$ cat src/rtl/idli_pc_ctl_m.sv
// rtl/idli_pc_ctl_m.sv - slice sequencer for the nibble-serial program counter
// Aligns increment/branch operations to slice 0 and drives the PC's inc/load controls.
module idli_pc_ctl_m #(
  parameter int PC_W  = 16,
  parameter int SQI_W = 4,
  localparam int NS     = PC_W / SQI_W,
  localparam int SLOT_W = (NS > 1) ? $clog2(NS) : 1
) (
  input  logic              i_pcc_gck,
  input  logic              i_pcc_rst,
  input  logic              i_pcc_inc_req,
  input  logic              i_pcc_br_req,
  input  logic [PC_W-1:0]   i_pcc_br_tgt,
  input  logic              i_pcc_stall,
  output logic [SLOT_W-1:0] o_pcc_slot,
  output logic              o_pcc_inc,
  output logic              o_pcc_ld,
  output logic [SQI_W-1:0]  o_pcc_ld_data,
  output logic              o_pcc_inc_ack,
  output logic              o_pcc_br_ack,
  output logic              o_pcc_busy
);

  typedef enum logic [1:0] {
    ST_IDLE = 2'd0,
    ST_INC  = 2'd1,
    ST_LOAD = 2'd2
  } state_e;

  state_e            r_state;
  state_e            w_state_nxt;
  logic [SLOT_W-1:0] r_slot;
  logic [SLOT_W-1:0] w_slot_nxt;
  logic [PC_W-1:0]   r_tgt;
  logic [PC_W-1:0]   w_tgt_nxt;
  // Set when a branch absorbed a simultaneous increment; that increment is acked with the branch.
  logic              r_inc_drop;
  logic              w_inc_drop_nxt;
  logic              w_last;
  logic              w_inc_avail;
  logic              w_br_avail;

  assign w_last     = (r_slot == SLOT_W'(NS - 1));
  assign w_slot_nxt = w_last ? '0 : r_slot + 1'b1;

  always_ff @(posedge i_pcc_gck) begin
    if (i_pcc_rst) begin
      r_slot     <= '0;
      r_state    <= ST_IDLE;
      r_tgt      <= '0;
      r_inc_drop <= 1'b0;
    end else begin
      r_slot     <= w_slot_nxt;
      r_state    <= w_state_nxt;
      r_tgt      <= w_tgt_nxt;
      r_inc_drop <= w_inc_drop_nxt;
    end
  end

  always_comb begin
    w_state_nxt    = r_state;
    w_tgt_nxt      = r_tgt;
    w_inc_drop_nxt = r_inc_drop;
    w_inc_avail    = i_pcc_inc_req;
    w_br_avail     = i_pcc_br_req;

    // A request being acked this cycle must not restart an operation.
    case (r_state)
      ST_INC:  w_inc_avail = 1'b0;
      ST_LOAD: begin
        w_br_avail = 1'b0;
        if (r_inc_drop) w_inc_avail = 1'b0;
      end
      default: ;
    endcase

    if (w_last) begin
      w_state_nxt    = ST_IDLE;
      w_inc_drop_nxt = 1'b0;
      if (!i_pcc_stall) begin
        if (w_br_avail) begin
          w_state_nxt    = ST_LOAD;
          w_tgt_nxt      = i_pcc_br_tgt;
          w_inc_drop_nxt = w_inc_avail;
        end else if (w_inc_avail) begin
          w_state_nxt = ST_INC;
        end
      end
    end
  end

  assign o_pcc_slot    = r_slot;
  assign o_pcc_inc     = (r_state == ST_INC);
  assign o_pcc_ld      = (r_state == ST_LOAD);
  assign o_pcc_ld_data = (r_state == ST_LOAD) ? r_tgt[r_slot*SQI_W +: SQI_W] : '0;
  assign o_pcc_inc_ack = w_last && ((r_state == ST_INC) || ((r_state == ST_LOAD) && r_inc_drop));
  assign o_pcc_br_ack  = w_last && (r_state == ST_LOAD);
  assign o_pcc_busy    = (r_state != ST_IDLE);

endmodule

$ cat config.mk
export PLATFORM = sky130hd
export DESIGN_NAME = idli_pc_ctl_m
export DESIGN_NICKNAME = d
export VERILOG_FILES = /design/src/rtl/idli_pc_ctl_m.sv
export SDC_FILE = /design/constraint.sdc
export NUM_CORES = 1
export LEC_CHECK = 0
export BUFFER_PORTS_ARGS = -buffer_cell sky130_fd_sc_hd__buf_2
export CAP_MARGIN = 20
export CORE_UTILIZATION = 49
export DETAILED_ROUTE_END_ITERATION = 10
export GPL_TIMING_DRIVEN = 0
export PLACE_DENSITY = 0.85
export SYNTH_ARGS = -nofsm -noshare
export SYNTH_HDL_FRONTEND = slang
export SYNTH_SLANG_ARGS = --single-unit
$ cat constraint.sdc
create_clock -name i_pcc_gck -period 2.1 [get_ports i_pcc_gck]
set_input_delay 0.525 -clock i_pcc_gck [delete_from_list [all_inputs] [get_ports i_pcc_gck]]
set_output_delay 0.525 -clock i_pcc_gck [all_outputs]
set_load 0.005 [all_outputs]
==> qor.yml, run 1 <==
status: "finished clean"
drtAntennaViolNets: 0
initial_core_util: 0.525
final.min_clock_period_ps: 2020
io_buffers: 31
power.density_mw_per_mm2: 551
synth_edf_count: 0
crit_path_end_kind: "output port"
hold_end: "r_tgt[8]"
synth_nets: 138
synth_top_area_frac: 0.404
yosysSeqAreaShare: 0.404
grt_use_met3: 0.0226
hpwl_um: 1600
rows: 16
cts_hold_buf: 0
antenna_cells: 0
reg2reg_from: "o_pcc_slot[0]"
total_leakage_power_nw: 0.520
dieArea_sq_mm: 0.00231
dp_slack_ps: 227
die_w_um: 48.1
hp-class: "in2reg"
setup-violations-final: 0
busiest_layer: "met2"
synthDistinctLibCells: 23
register_area_sq_um: 428
slew_viol_final: 0
synth_area_leader_cell: "dfxtp_1"
multi_input_area_sq_um: 536
drc_errors: 0
dr.pass1.iters: 4
drt_wl_total_um: 2120
r2r-end: "r_tgt[13]"
peakVddDrop_mv: 0.358
finalCritPeriodShare: 0.960
slowest_stage: "mux4_2"
clock_path_buffers: 2
routedWlPerCell_um: 12.1
maxCapViolCount: 0
cp.required_ps: 1570
cts_max_level: 1
start_kind: "flop"
ys_warn_count: 0
critical_path_arrival_ps: 1490
instances_no_fill: 176
grt_pass1_wl_um: 3390
grt_max_degree: 13
worst_slew_pin_slew_ps: 450
use_met1: 0.290
critPathMaxFanout: 6
gr-total-overflow: 0
setup_tns_ps: 0
final_util: 0.643
drtIter0Drc: 20
dr_total_vias: 882
placed_cell_area_sq_mm: 0.00123
skew_ps: 0.876
fin_nets: 176
antenna_found_initial: 0
finalHoldViolCount: 0
relSlewSlack: 0.692
synth_area_leaders: "dfxtp_1 (40%), nand2_1 (12%), a21oi_2 (8.4%)"
path_clk_slew_ps: 120
ctsRootBufferMaster: "clkbuf_4"
clk_latency_ps: 290
timing.fmax_ghz: 0.496
post-place-cells: 170
cts_tree: "yes"
syn_area_sq_mm: 0.00104
grt_pass1_vias: 771
hold_depth: 3
syn_to_final_growth_pct: 22.5
layout-drive-gt1-share: 0.409
slowest_delay_ps: 490
core_region_area_sq_mm: 0.00198
finish.instance_area_sq_mm: 0.00127
io_pins: 32
rsz0062_at_grt: "false"
crit_path_cell_trace: "mux4_2, and2_1, buf_2"
r2r_slack_ps: 520
ys_ff_latch: 21
fin_ws_ps: 83.6
synthArstFlopShare: 0
ys.flop_type: "dfxtp_1"
use_met2: 0.362
synth_cells: 112
cts_sinks: 21
avgViaCountPerCell: 5.01
die_height_um: 48.1
fillers: 173
grt.total_usage: 0.214
synthesis.area_per_instance_sq_um: 9.28
place_congestion: 0.787
critPathKind: "reg2out"
ff2ff_path_depth: 8
cts_buffers: 3
worst_hold_startpoint: "i_pcc_br_tgt[8]"
## final cells by class
class                           count  area share
Tap cell                           27      0.0265
Timing Repair Buffer               33       0.134
Clock buffer                        3      0.0177
Clock inverter                      1     0.00393
Sequential cell                    21       0.336
Inverter                            7      0.0206
Buffer                              7      0.0413
Multi-Input combinational cell     77       0.420
## cell usage after synthesis (2+ instances only)
master and instances:
nand2_1 32, dfxtp_1 21, a21oi_2 10, a21oi_1 8, inv_1 7, and2_1 6, ha_1 5, buf_2 2
buf_4 2, buf_6 2, mux4_1 2, mux4_2 2, nand4bb_1 2, nor2b_1 2
## logic make-up (layout without fill, tap and decap cells)
group	Yosys count	in the layout	share of synthesized area
fa+ha+maj	5	5	0.0602
flops	21	21	0.404
buf+inv	14	51	0.0758
simple gates	46	46	0.212
compound gates	22	22	0.154
mux	4	4	0.0939
## routing by layer
metal | share of wire | vias up | routed length (um)
li1 | - | 447 | -
met5 | 0 | - | 0
met4 | 0.0057 | 0 | 12
met1 | 0.45 | 412 | 959
met3 | 0.028 | 2 | 59
met2 | 0.51 | 21 | 1090
## how the worst max path moves through the flow
stage             startpoint               end  depth (start not counted)
2_1_floorplan  o_pcc_slot[0]  o_pcc_ld_data[0]                          2
3_3_place_gp   o_pcc_slot[0]  o_pcc_ld_data[0]                          3
3_5_place_dp   o_pcc_slot[0]  o_pcc_ld_data[0]                          3
4_1_cts        o_pcc_slot[0]  o_pcc_ld_data[0]                          3
5_1_grt        o_pcc_slot[1]  o_pcc_ld_data[3]                          3
6_report       o_pcc_slot[0]  o_pcc_ld_data[0]                          3
## stage by stage
step	hold WS, ps	total power [mW]
final	451	0.702
after detailed placement	447	0.508
after global placement	450	0.504
after floorplan	432	0.471
after CTS	451	0.697
after global routing	453	0.740
## cells in the final DEF, fill, tap and decap left out, drive strengths merged
cell type,instances
a2111oi,1
o21ai,1
nor3,1
mux4,4
inv,7
a21oi,18
nand2b,1
a32o,1
buf,39
and2,6
clkbuf,4
ha,5
nor2,1
nand2,32
and4bb,1
dfxtp,21
nor2b,2
o32ai,1
nand4bb,2
clkinv,1
## state kept, by name, indices dropped and copies added, names as in the netlist
signal,cells
r_tgt,16
r_state,2
o_pcc_slot,2
r_inc_drop,1
## power by group
group | total [mW] | switching, mW | internal (mW)
logic | 0.0833 | 0.0361 | 0.0472
clock network | 0.195 | 0.124 | 0.0708
registers | 0.424 | 0.0146 | 0.409
## worst max-delay path: cells and delay by family (launching register included)
| family | cells | cell delay, ps |
|---|---|---|
| buf+inv | 1 | 130 |
| mux | 1 | 490 |
| simple gates | 1 | 170 |
| flops | 1 | 410 |
## what timing repair did
action | 4_1_cts | 5_1_grt
pin swaps | 0 | 0
cloned | 0 | 0
endpoints found under the setup margin | 4 | 4
setup buffers | 0 | 2
gates resized for setup | 3 | 4
Note: power is estimated with default switching activity, not from simulation.
==> run 2, diff against run 1 <==
Settings changed: ABC_AREA from default to 1, CORE_UTILIZATION 49 to 45, PLACE_DENSITY 0.85 to 0.78.
==> qor.yml, run 2 <==
die_height_um: 53.3
p_int_mw: 0.545
combPwrFrac: 0.185
ys_warn_count: 0
slowest_stage: "dfxtp_2"
synthesis.area_per_instance_sq_um: 6.65
hp-class: "reg2reg"
yosysMostFrequentCell: "nand2_1"
critPathKind: "reg2out"
cts_buffers: 3
power_switching_mw: 0.213
synth_top_area_frac: 0.355
routedWlPerCell_um: 9.84
peakVddDrop_mv: 0.323
core_region_area_sq_mm: 0.00248
critical_path_arrival_ps: 1430
ctsRootBufferMaster: "clkbuf_4"
setup-violations-final: 0
skew_ps: 13.6
cts_max_level: 1
multi_input_area_sq_um: 607
slew_viol_final: 0
most-common-layout-cells: "nand2_1 (42), nor2_1 (38), buf_2 (32)"
grt.total_usage: 0.199
setup_tns_ps: 0
rows: 18
status: "finished clean"
worst_slew_pin_slew_ps: 280
antenna_found_initial: 0
grt_pass1_vias: 1021
gr-total-overflow: 0
place_congestion: 0.808
layout-drive-gt1-share: 0.225
cts_resized: 0
fin_nets: 240
cts_sinks: 21
synthArstFlopShare: 0
cp_top_family: "buffers and inverters"
syn_to_final_growth_pct: 19.6
yosysSeqAreaShare: 0.355
io_buffers: 31
register_area_sq_um: 422
antenna_cells: 0
final.min_clock_period_ps: 1960
maxCapViolCount: 0
critPathMaxFanout: 10
drtAntennaViolNets: 0
slowest_delay_ps: 360
grt_pass1_wl_um: 4110
cp.required_ps: 1570
instances_no_fill: 243
timing.fmax_ghz: 0.510
drt_wl_total_um: 2390
switching_share: 0.281
power.density_mw_per_mm2: 535
drc_errors: 0
synthDistinctLibCells: 17
initial_core_util: 0.478
io_pins: 32
ys_top_cells_by_count: "nand2_1 (42), nor2_1 (38), inv_1 (28)"
synth_cells: 178
ys_ff_latch: 21
power_frac_seq: 0.558
avgViaCountPerCell: 4.59
dieArea_sq_mm: 0.00284
clk_latency_ps: 310
dr.pass1.iters: 5
regMostFlops: "r_tgt"
hpwl_um: 1810
dr_total_vias: 1115
finalHoldViolCount: 0
total_leakage_power_nw: 0.677
post-place-cells: 239
fillers: 252
rsz0062_at_grt: "false"
clock_path_buffers: 2
ys.flop_type: "dfxtp_1"
synth_edf_count: 0
cts_hold_buf: 0
grt_max_degree: 13
path_buf_inv: 3
relSlewSlack: 0.811
synth_nets: 204
finalCritPeriodShare: 0.933
crit_path_cell_trace: "buf_6, clkinvlp_4, nand2_1, nand3_1, a21oi_1, buf_2"
synth_area_leader_cell: "dfxtp_1"
crit_path_end_kind: "output port"
synth_area_leaders: "dfxtp_1 (36%), nand2_1 (13%), nor2_1 (12%)"
path_clk_slew_ps: 110
cts_tree: "yes"
drtIter0Drc: 30
start_kind: "flop"
syn_area_sq_mm: 0.00118
clockPowerShare: 0.257
mostFrequentLayoutCell: "nand2_1"
cts_setup_buffers: 0
largest_register_ffs: 16
die_w_um: 53.3
## run 2: changes by cell type after synthesis, sizes merged, moves of 9 or more
cell	previous run	this run
a21oi	18	5
inv	7	30
nand2	32	43
nand3	0	9
nand3b	0	16
nor2	1	41
## run 2: routing by layer
layer | global-route usage | up-vias | share of wire
met3 | 0.0287 | 8 | 0.038
met4 | 0.105 | 0 | 0.027
met2 | 0.315 | 26 | 0.43
met1 | 0.256 | 476 | 0.50
met5 | 0 | - | 0
li1 | - | 605 | -
## run 2: final timing paths
path                      endpoint  cells after the start          start  slack (ps)
hold reg to reg         r_state[0]                      2     r_state[0]         480
hold / removal          r_state[0]                      2     r_state[0]         480
setup / recovery  o_pcc_ld_data[0]                      6  o_pcc_slot[0]         140
setup reg to reg          r_tgt[2]                      7  o_pcc_slot[1]         610
## run 2: tightest hold or removal path: stages, from the launching register on
cell and delay [ps]:
dfxtp_1 340, nand2_1 70, nand2_1 40
## run 2: per-stage QoR
step	area [sq um]	worst slack [ps]	utilization	hold WS (ps)	total power [mW]
2_1_floorplan	1180	639	-	443	0.521
3_3_place_gp	1380	419	0.556	462	0.564
3_5_place_dp	1380	401	0.556	472	0.567
4_1_cts	1400	48.3	0.567	487	0.757
5_1_grt	1420	16.7	0.571	510	0.808
6_report	1420	141	0.571	485	0.758
## run 2: power groups by stage
stage | Combinational, mW | Clock [mW] | Sequential (mW)
after floorplan | 0.0926 | 0 | 0.429
after global placement | 0.133 | 0 | 0.431
after detailed placement | 0.136 | 0 | 0.431
after CTS | 0.136 | 0.199 | 0.422
after global routing | 0.162 | 0.220 | 0.425
final | 0.140 | 0.195 | 0.423
## run 2: cell type report
type / count / share of cell area
Inverter: 31 / 0.0849
Buffer: 5 / 0.0327
Tap cell: 30 / 0.0265
Clock buffer: 3 / 0.0159
Clock inverter: 1 / 0.00354
Timing Repair Buffer: 31 / 0.110
Multi-Input combinational cell: 121 / 0.429
Sequential cell: 21 / 0.298
## run 2: logic make-up (layout without fill, tap and decap cells)
group                      count (synthesis)  in the layout  share of synthesized area
and+or+nand+nor                          109            109                      0.427
DFF                                       21             21                      0.355
AOI/OAI and AO/OA                          7              7                     0.0328
buffers and inverters                     36             71                      0.132
adders and majority gates                  5              5                     0.0529
